### src/rtl/rgb_to_yuv_if.sv
// Frame-memory and control bundle for the RGB->YUV converter.
// The converter takes the master side; the memory/controller side takes the slave side.
interface rgb_to_yuv_if;
  logic        start;
  logic [17:0] R_addr;
  logic        R_en;
  logic [15:0] R_data;
  logic [17:0] W_addr;
  logic        W_en;
  logic [15:0] W_data;
  logic        busy;
  logic        done;

  modport master (
    input  start, R_data,
    output R_addr, R_en, W_addr, W_en, W_data, busy, done
  );

  modport slave (
    output start, R_data,
    input  R_addr, R_en, W_addr, W_en, W_data, busy, done
  );
endinterface

### src/rtl/rgb_to_yuv_converter.sv
// Frame-level BT.601 studio-range RGB->YUV converter over a shared 16-bit frame memory.
// Each word carries two pixels, and both lanes are converted in parallel. The converter takes 7 cycles per word.
module rgb_to_yuv_converter #(
  parameter int                PIXEL_WORDS = 38400,
  parameter int                OUT_BASE    = 115200,
  parameter logic signed [17:0] CYR = 18'sd16829,
  parameter logic signed [17:0] CYG = 18'sd33039,
  parameter logic signed [17:0] CYB = 18'sd6416,
  parameter logic signed [17:0] CUR = -18'sd9714,
  parameter logic signed [17:0] CUG = -18'sd19070,
  parameter logic signed [17:0] CUB = 18'sd28784,
  parameter logic signed [17:0] CVR = 18'sd28784,
  parameter logic signed [17:0] CVG = -18'sd24103,
  parameter logic signed [17:0] CVB = -18'sd4681,
  parameter int                Y_OFF = 16,
  parameter int                C_OFF = 128
) (
  input  logic          clk,
  input  logic          rst,
  rgb_to_yuv_if.master  bus
);

  typedef enum logic [3:0] {
    IDLE, RD_R, RD_G, RD_B, CAP_B, WR_Y, WR_U, WR_V, DONE
  } state_t;

  localparam logic [17:0] G_BASE   = 18'(PIXEL_WORDS);
  localparam logic [17:0] B_BASE   = 18'(2 * PIXEL_WORDS);
  localparam logic [17:0] Y_BASE   = 18'(OUT_BASE);
  localparam logic [17:0] U_BASE   = 18'(OUT_BASE + PIXEL_WORDS);
  localparam logic [17:0] V_BASE   = 18'(OUT_BASE + 2 * PIXEL_WORDS);
  localparam logic [15:0] LAST_IDX = 16'(PIXEL_WORDS - 1);
  localparam logic signed [31:0] Y_OFF_S = 32'(Y_OFF);
  localparam logic signed [31:0] C_OFF_S = 32'(C_OFF);

  state_t      state, state_next;
  logic [15:0] idx;
  logic [15:0] r_word, g_word, b_word;
  logic [17:0] idx_ext;
  logic        last_word;

  logic signed [17:0] coef_r, coef_g, coef_b;
  logic signed [31:0] coef_off;
  logic [15:0]        result;

  assign idx_ext   = {2'b00, idx};
  assign last_word = (idx == LAST_IDX);

  // One lane: Q16 dot product, round-half-up via +0.5 then floor shift, offset, clamp.
  function automatic logic [7:0] lane_convert(
    input logic [7:0]         r, g, b,
    input logic signed [17:0] cr, cg, cb,
    input logic signed [31:0] off
  );
    logic signed [31:0] s;
    logic signed [31:0] q;
    s = 32'(cr) * $signed({24'd0, r})
      + 32'(cg) * $signed({24'd0, g})
      + 32'(cb) * $signed({24'd0, b})
      + 32'sd32768;
    q = (s >>> 16) + off;
    if (q < 0)
      return 8'd0;
    else if (q > 255)
      return 8'd255;
    else
      return q[7:0];
  endfunction

  // State register.
  always_ff @(posedge clk or negedge rst) begin
    // NOTE: sequential state uses non-blocking assignments so every register samples pre-edge values.
    if (!rst)
      state <= IDLE;
    else
      state <= state_next;
  end

  // Word index and captured input words. These are plain registers, not a memory, so they are reset.
  always_ff @(posedge clk or negedge rst) begin
    if (!rst) begin
      idx    <= '0;
      r_word <= '0;
      g_word <= '0;
      b_word <= '0;
    end else begin
      case (state)
        IDLE:    if (bus.start) idx <= '0;
        RD_G:    r_word <= bus.R_data;
        RD_B:    g_word <= bus.R_data;
        CAP_B:   b_word <= bus.R_data;
        WR_V:    if (!last_word) idx <= idx + 16'd1;
        default: ;
      endcase
    end
  end

  // Next-state logic.
  always_comb begin
    state_next = state;
    case (state)
      IDLE:    if (bus.start) state_next = RD_R;
      RD_R:    state_next = RD_G;
      RD_G:    state_next = RD_B;
      RD_B:    state_next = CAP_B;
      CAP_B:   state_next = WR_Y;
      WR_Y:    state_next = WR_U;
      WR_U:    state_next = WR_V;
      WR_V:    state_next = last_word ? DONE : RD_R;
      DONE:    state_next = IDLE;
      default: state_next = IDLE;
    endcase
  end

  // One shared pair of lane datapaths; the write state selects the coefficient set.
  always_comb begin
    coef_r   = CYR;
    coef_g   = CYG;
    coef_b   = CYB;
    coef_off = Y_OFF_S;
    case (state)
      WR_U: begin
        coef_r   = CUR;
        coef_g   = CUG;
        coef_b   = CUB;
        coef_off = C_OFF_S;
      end
      WR_V: begin
        coef_r   = CVR;
        coef_g   = CVG;
        coef_b   = CVB;
        coef_off = C_OFF_S;
      end
      default: ;
    endcase
  end

  assign result = {
    lane_convert(r_word[15:8], g_word[15:8], b_word[15:8], coef_r, coef_g, coef_b, coef_off),
    lane_convert(r_word[7:0],  g_word[7:0],  b_word[7:0],  coef_r, coef_g, coef_b, coef_off)
  };

  // Outputs decode from registered state only, so they hold steady through each cycle.
  always_comb begin
    // NOTE: every output gets a default before the case; this keeps the block free of latches.
    bus.R_en   = 1'b0;
    bus.R_addr = '0;
    bus.W_en   = 1'b0;
    bus.W_addr = '0;
    bus.W_data = '0;
    bus.busy   = (state != IDLE);
    bus.done   = (state == DONE);
    case (state)
      RD_R: begin
        bus.R_en   = 1'b1;
        bus.R_addr = idx_ext;
      end
      RD_G: begin
        bus.R_en   = 1'b1;
        bus.R_addr = G_BASE + idx_ext;
      end
      RD_B: begin
        bus.R_en   = 1'b1;
        bus.R_addr = B_BASE + idx_ext;
      end
      WR_Y: begin
        bus.W_en   = 1'b1;
        bus.W_addr = Y_BASE + idx_ext;
        bus.W_data = result;
      end
      WR_U: begin
        bus.W_en   = 1'b1;
        bus.W_addr = U_BASE + idx_ext;
        bus.W_data = result;
      end
      WR_V: begin
        bus.W_en   = 1'b1;
        bus.W_addr = V_BASE + idx_ext;
        bus.W_data = result;
      end
      default: ;
    endcase
  end

endmodule

### src/flat_wrapper.sv
// flat-port wrapper written by rule: the top's interface ports become plain ports
module rgb_to_yuv_converter_flat 
#(
  parameter int                PIXEL_WORDS = 38400,
  parameter int                OUT_BASE    = 115200,
  parameter logic signed [17:0] CYR = 18'sd16829,
  parameter logic signed [17:0] CYG = 18'sd33039,
  parameter logic signed [17:0] CYB = 18'sd6416,
  parameter logic signed [17:0] CUR = -18'sd9714,
  parameter logic signed [17:0] CUG = -18'sd19070,
  parameter logic signed [17:0] CUB = 18'sd28784,
  parameter logic signed [17:0] CVR = 18'sd28784,
  parameter logic signed [17:0] CVG = -18'sd24103,
  parameter logic signed [17:0] CVB = -18'sd4681,
  parameter int                Y_OFF = 16,
  parameter int                C_OFF = 128
)
  (clk, rst, bus_start, bus_R_data, bus_R_addr, bus_R_en, bus_W_addr, bus_W_en, bus_W_data, bus_busy, bus_done);
  rgb_to_yuv_if bus_i ();
  input  logic clk;
  input  logic rst;
  input wire logic [$bits(bus_i.start)-1:0] bus_start;
  input wire logic [$bits(bus_i.R_data)-1:0] bus_R_data;
  output wire logic [$bits(bus_i.R_addr)-1:0] bus_R_addr;
  output wire logic [$bits(bus_i.R_en)-1:0] bus_R_en;
  output wire logic [$bits(bus_i.W_addr)-1:0] bus_W_addr;
  output wire logic [$bits(bus_i.W_en)-1:0] bus_W_en;
  output wire logic [$bits(bus_i.W_data)-1:0] bus_W_data;
  output wire logic [$bits(bus_i.busy)-1:0] bus_busy;
  output wire logic [$bits(bus_i.done)-1:0] bus_done;
  assign bus_i.start = bus_start;
  assign bus_i.R_data = bus_R_data;
  assign bus_R_addr = bus_i.R_addr;
  assign bus_R_en = bus_i.R_en;
  assign bus_W_addr = bus_i.W_addr;
  assign bus_W_en = bus_i.W_en;
  assign bus_W_data = bus_i.W_data;
  assign bus_busy = bus_i.busy;
  assign bus_done = bus_i.done;
  rgb_to_yuv_converter #(.PIXEL_WORDS(PIXEL_WORDS), .OUT_BASE(OUT_BASE), .CYR(CYR), .CYG(CYG), .CYB(CYB), .CUR(CUR), .CUG(CUG), .CUB(CUB), .CVR(CVR), .CVG(CVG), .CVB(CVB), .Y_OFF(Y_OFF), .C_OFF(C_OFF)) u_core (.clk(clk), .rst(rst), .bus(bus_i));
endmodule
### config.mk
export PLATFORM = sky130hd
export DESIGN_NAME = rgb_to_yuv_converter_flat
export DESIGN_NICKNAME = d
export VERILOG_FILES = /design/src/rtl/rgb_to_yuv_if.sv /design/src/rtl/rgb_to_yuv_converter.sv /design/src/flat_wrapper.sv
export SDC_FILE = /design/constraint.sdc
export NUM_CORES = 2
export LEC_CHECK = 0
export BUFFER_PORTS_ARGS = -buffer_cell sky130_fd_sc_hd__buf_2
export CORE_ASPECT_RATIO = 1.25
export CORE_MARGIN = 2
export CORE_UTILIZATION = 60
export CTS_CLUSTER_SIZE = 30
export DETAILED_ROUTE_END_ITERATION = 6
export GPL_ROUTABILITY_DRIVEN = 0
export GPL_TIMING_DRIVEN = 1
export MAX_ROUTING_LAYER = met4
export PLACE_DENSITY = 0.8
export SETUP_SLACK_MARGIN = 0.3
export SKIP_LAST_GASP = 1
export SLEW_MARGIN = 30
export SYNTH_ARGS = -nofsm -noshare
export SYNTH_HDL_FRONTEND = slang
export SYNTH_SLANG_ARGS = --single-unit
### constraint.sdc
create_clock -name clk -period 11.6 [get_ports clk]
set_clock_uncertainty 0.1 [all_clocks]
set_input_delay 2.32 -clock clk [delete_from_list [all_inputs] [get_ports clk]]
set_output_delay 2.32 -clock clk [all_outputs]
set_load 0.02 [all_outputs]
==> flow_summary.yaml <==
clock_network:
  holdBufCountCts: 0
  cts_buffer_depth: 2
  h-tree-depth: 3
  cts-root-buf: "clkbuf_16"
  clk_pin_slew_ns: 0.07
  cts_tree: "done"
  clkLatencyLatePin_ns: 0.35
  cts_sinks: 68
  cts_made_buffers: 9
finish:
  multi_input_area_um2: 27500
  finalNetCount: 5010
  finalCoreUtilization_pct: 69.7
  syn2layout_area_growth_pct: 14.7
  fill_cells: 3859
  regArea_um2: 1710
  final_layout_size_suffix_gt1_share_pct: 15.9
  antennaDiodeCount: 0
worst_hold_path:
  hp-class: "reg2reg"
  holdPathStages: 2
worst_setup_path:
  crit_fanout: 12
  cp.required_ns: 9.18
  critPathMaxStageDelay_ns: 0.56
  worstPathArrival_ns: 9.53
  crit_top_cell: "inv_1"
  cpMaxStageDelayCell: "fa_1"
  reg2reg_depth: 11
  critPathCaptureType: "output pin"
  cp-start-kind: "flop"
  critPathKind: "reg2out"
grt:
  grt_remaining_overflow: 0
  gr-usage-all-layers_pct: 31.7
  grt_max_degree: 64
  grt_pass1_vias: 27500
  grt_pass1_wl_um: 135000
  antenna_found_initial: 0
floorplanning:
  die_x_um: 211
  die_h_um: 263
  core_um2: 52800
  die_area_um2: 55400
  io_pins: 75
  row_count: 94
  initial_core_util_pct: 60.8
synthesis:
  synth-seq-cells: 68
  ys_warn_count: 0
  netlist.area_leader.share_pct: 35.4
  synth_nets: 4677
  synth_commonest_cells: "inv_1 (923), fa_1 (568), ha_1 (518)"
  synth_area_leaders: "fa_1 (35%), ha_1 (20%), inv_1 (11%)"
  avgSynthCellArea_um2: 8.99
  synth_flop_cell: "dfrtp_1"
  synth_cell_type_count: 86
  yosysMostFrequentCell: "inv_1"
  netlist_area_um2: 32100
  synth_area_leader_cell: "fa_1"
  async_reset_ff_share_pct: 100
  ys_seq_area_share_pct: 5.30
  synth_enable_flop_cells: 0
  synth_cells: 3572
drt:
  drt_wl_total_um: 81700
  vias: 25300
  wl_per_cell_um: 17.8
  first_pass_iters: 6
  drtIter0Drc: 1295
  drcViolationCount: 0
  ant_nets: 0
  viasPerCell: 5.53
placed_design:
  io_buffers: 74
  place_hpwl_um: 70600
timing:
  worst_pin_slew_ns: 0.691
  fin_crit_sh_pct: 103
  final_hold_viol_count: 0
  fin_crit_ns: 11.95
  fmax_mhz: 83.7
  maxSlewHeadroom_pct: 53.8
  setup_viol_count_final: 16
  setup_slack_ns: -0.352
  rsz0062_at_grt: "true"
  slew_viol_final: 0
run_status:
  violations: "negative setup slack"
  status: "complete, but fails checks"
job:
  max_cap_violations: 0
==> cell families (layout without fill, tap and decap cells) <==
| family | count (synthesis) | in the layout | synth area share, % |
|---|---|---|---|
| AND/OR/NAND/NOR | 761 | 761 | 11.9 |
| buffers and inverters | 988 | 1326 | 11.6 |
| adder cells (fa/ha/maj) | 1089 | 1089 | 55.7 |
| XOR/XNOR | 179 | 179 | 4.91 |
| multiplexers | 46 | 46 | 1.62 |
| flip-flops | 68 | 68 | 5.30 |
| AO/OA/AOI/OAI | 441 | 441 | 9.03 |
==> critical path: cells and delay by family, from the launching register on <==
kind                     cells  cell delay (ns)
flip-flops                   1             0.40
AND/OR/NAND/NOR              7             1.16
AO/OA/AOI/OAI               13             1.94
XOR/XNOR                     2             0.16
multiplexers                 1             0.20
buffers and inverters       12             1.31
adder cells (fa/ha/maj)     11             4.00
==> per-layer routing <==
| metal | wire (um) | global-route usage (%) | part of all wire (%) | vias up |
|---|---|---|---|---|
| met5 | 0 | - | 0 | - |
| met4 | 6010 | 18.5 | 7.3 | 0 |
| met3 | 3620 | 3.26 | 4.4 | 274 |
| met1 | 29600 | 34.2 | 36 | 12400 |
| met2 | 42500 | 56.4 | 52 | 745 |
| li1 | - | - | - | 11900 |
==> area by class of cell <==
cell class                      count  area share (%)
Clock inverter                      4           0.136
Multi-Input combinational cell   2516            74.8
Clock buffer                       12           0.669
Sequential cell                    68            4.63
Inverter                          926            9.45
Timing Repair Buffer              384            8.05
Tap cell                          672            2.28
==> sequential cells by signal, summed over array words and instances (netlist names) <==
register,flops
u_core.b_word,16
u_core.g_word,16
u_core.idx,16
u_core.r_word,16
u_core.state,4
==> final timing paths <==
check                                 from           endpoint  slack [ns]
max                        u_core.state[2]     bus_W_data[13]       -0.35
min                        u_core.state[3]    u_core.state[0]        0.46
max reg2reg                u_core.state[0]     u_core.idx[15]        8.10
min reg2reg                u_core.state[3]    u_core.state[0]        0.46
max in group asynchronous              rst  u_core.r_word[12]        8.95
min in group asynchronous              rst      u_core.idx[6]        1.65
==> metrics by stage <==
stage	hold slack, ns	worst slack [ns]	instances	cell area (um^2)	setup TNS (ns)
6_report	0.459	-0.352	4582	36800	-5.24
5_1_grt	0.482	-0.844	4582	36800	-12.24
4_1_cts	0.457	-0.299	4569	36500	-4.54
3_5_place_dp	0.445	-0.170	4543	35900	-2.54
3_3_place_gp	0.442	0.0162	4543	35900	0
2_1_floorplan	0.405	0.304	3572	32700	0
==> placed cells by master (no fill, tap or decap), types with 15 or more instances in the layout <==
master / count
a21o_1: 47
buf_6: 15
o21ai_1: 22
a211oi_1: 15
inv_1: 907
mux2_2: 43
o21ai_0: 47
or3_1: 22
a21oi_2: 15
nand2_1: 197
xor2_1: 52
and3_1: 52
inv_2: 17
xnor2_1: 119
nor3_1: 40
o21a_1: 17
nor2_1: 143
nor2b_1: 43
a21oi_1: 122
buf_4: 297
a31oi_1: 17
fa_1: 566
nand2b_1: 33
buf_2: 59
and2_1: 88
dfrtp_1: 67
nand3_1: 45
ha_1: 502
or2_2: 28
==> repair_timing <==
item / in CTS / in global routing
setup buffers: 9 / 12
gates resized for setup: 55 / 43
pin swaps: 24 / 14
setup endpoints to repair: 16 / 16
gates cloned: 1 / 0
Power is not shown: default switching activity piles up to over one toggle a cycle in this logic, so the estimate is an artifact.
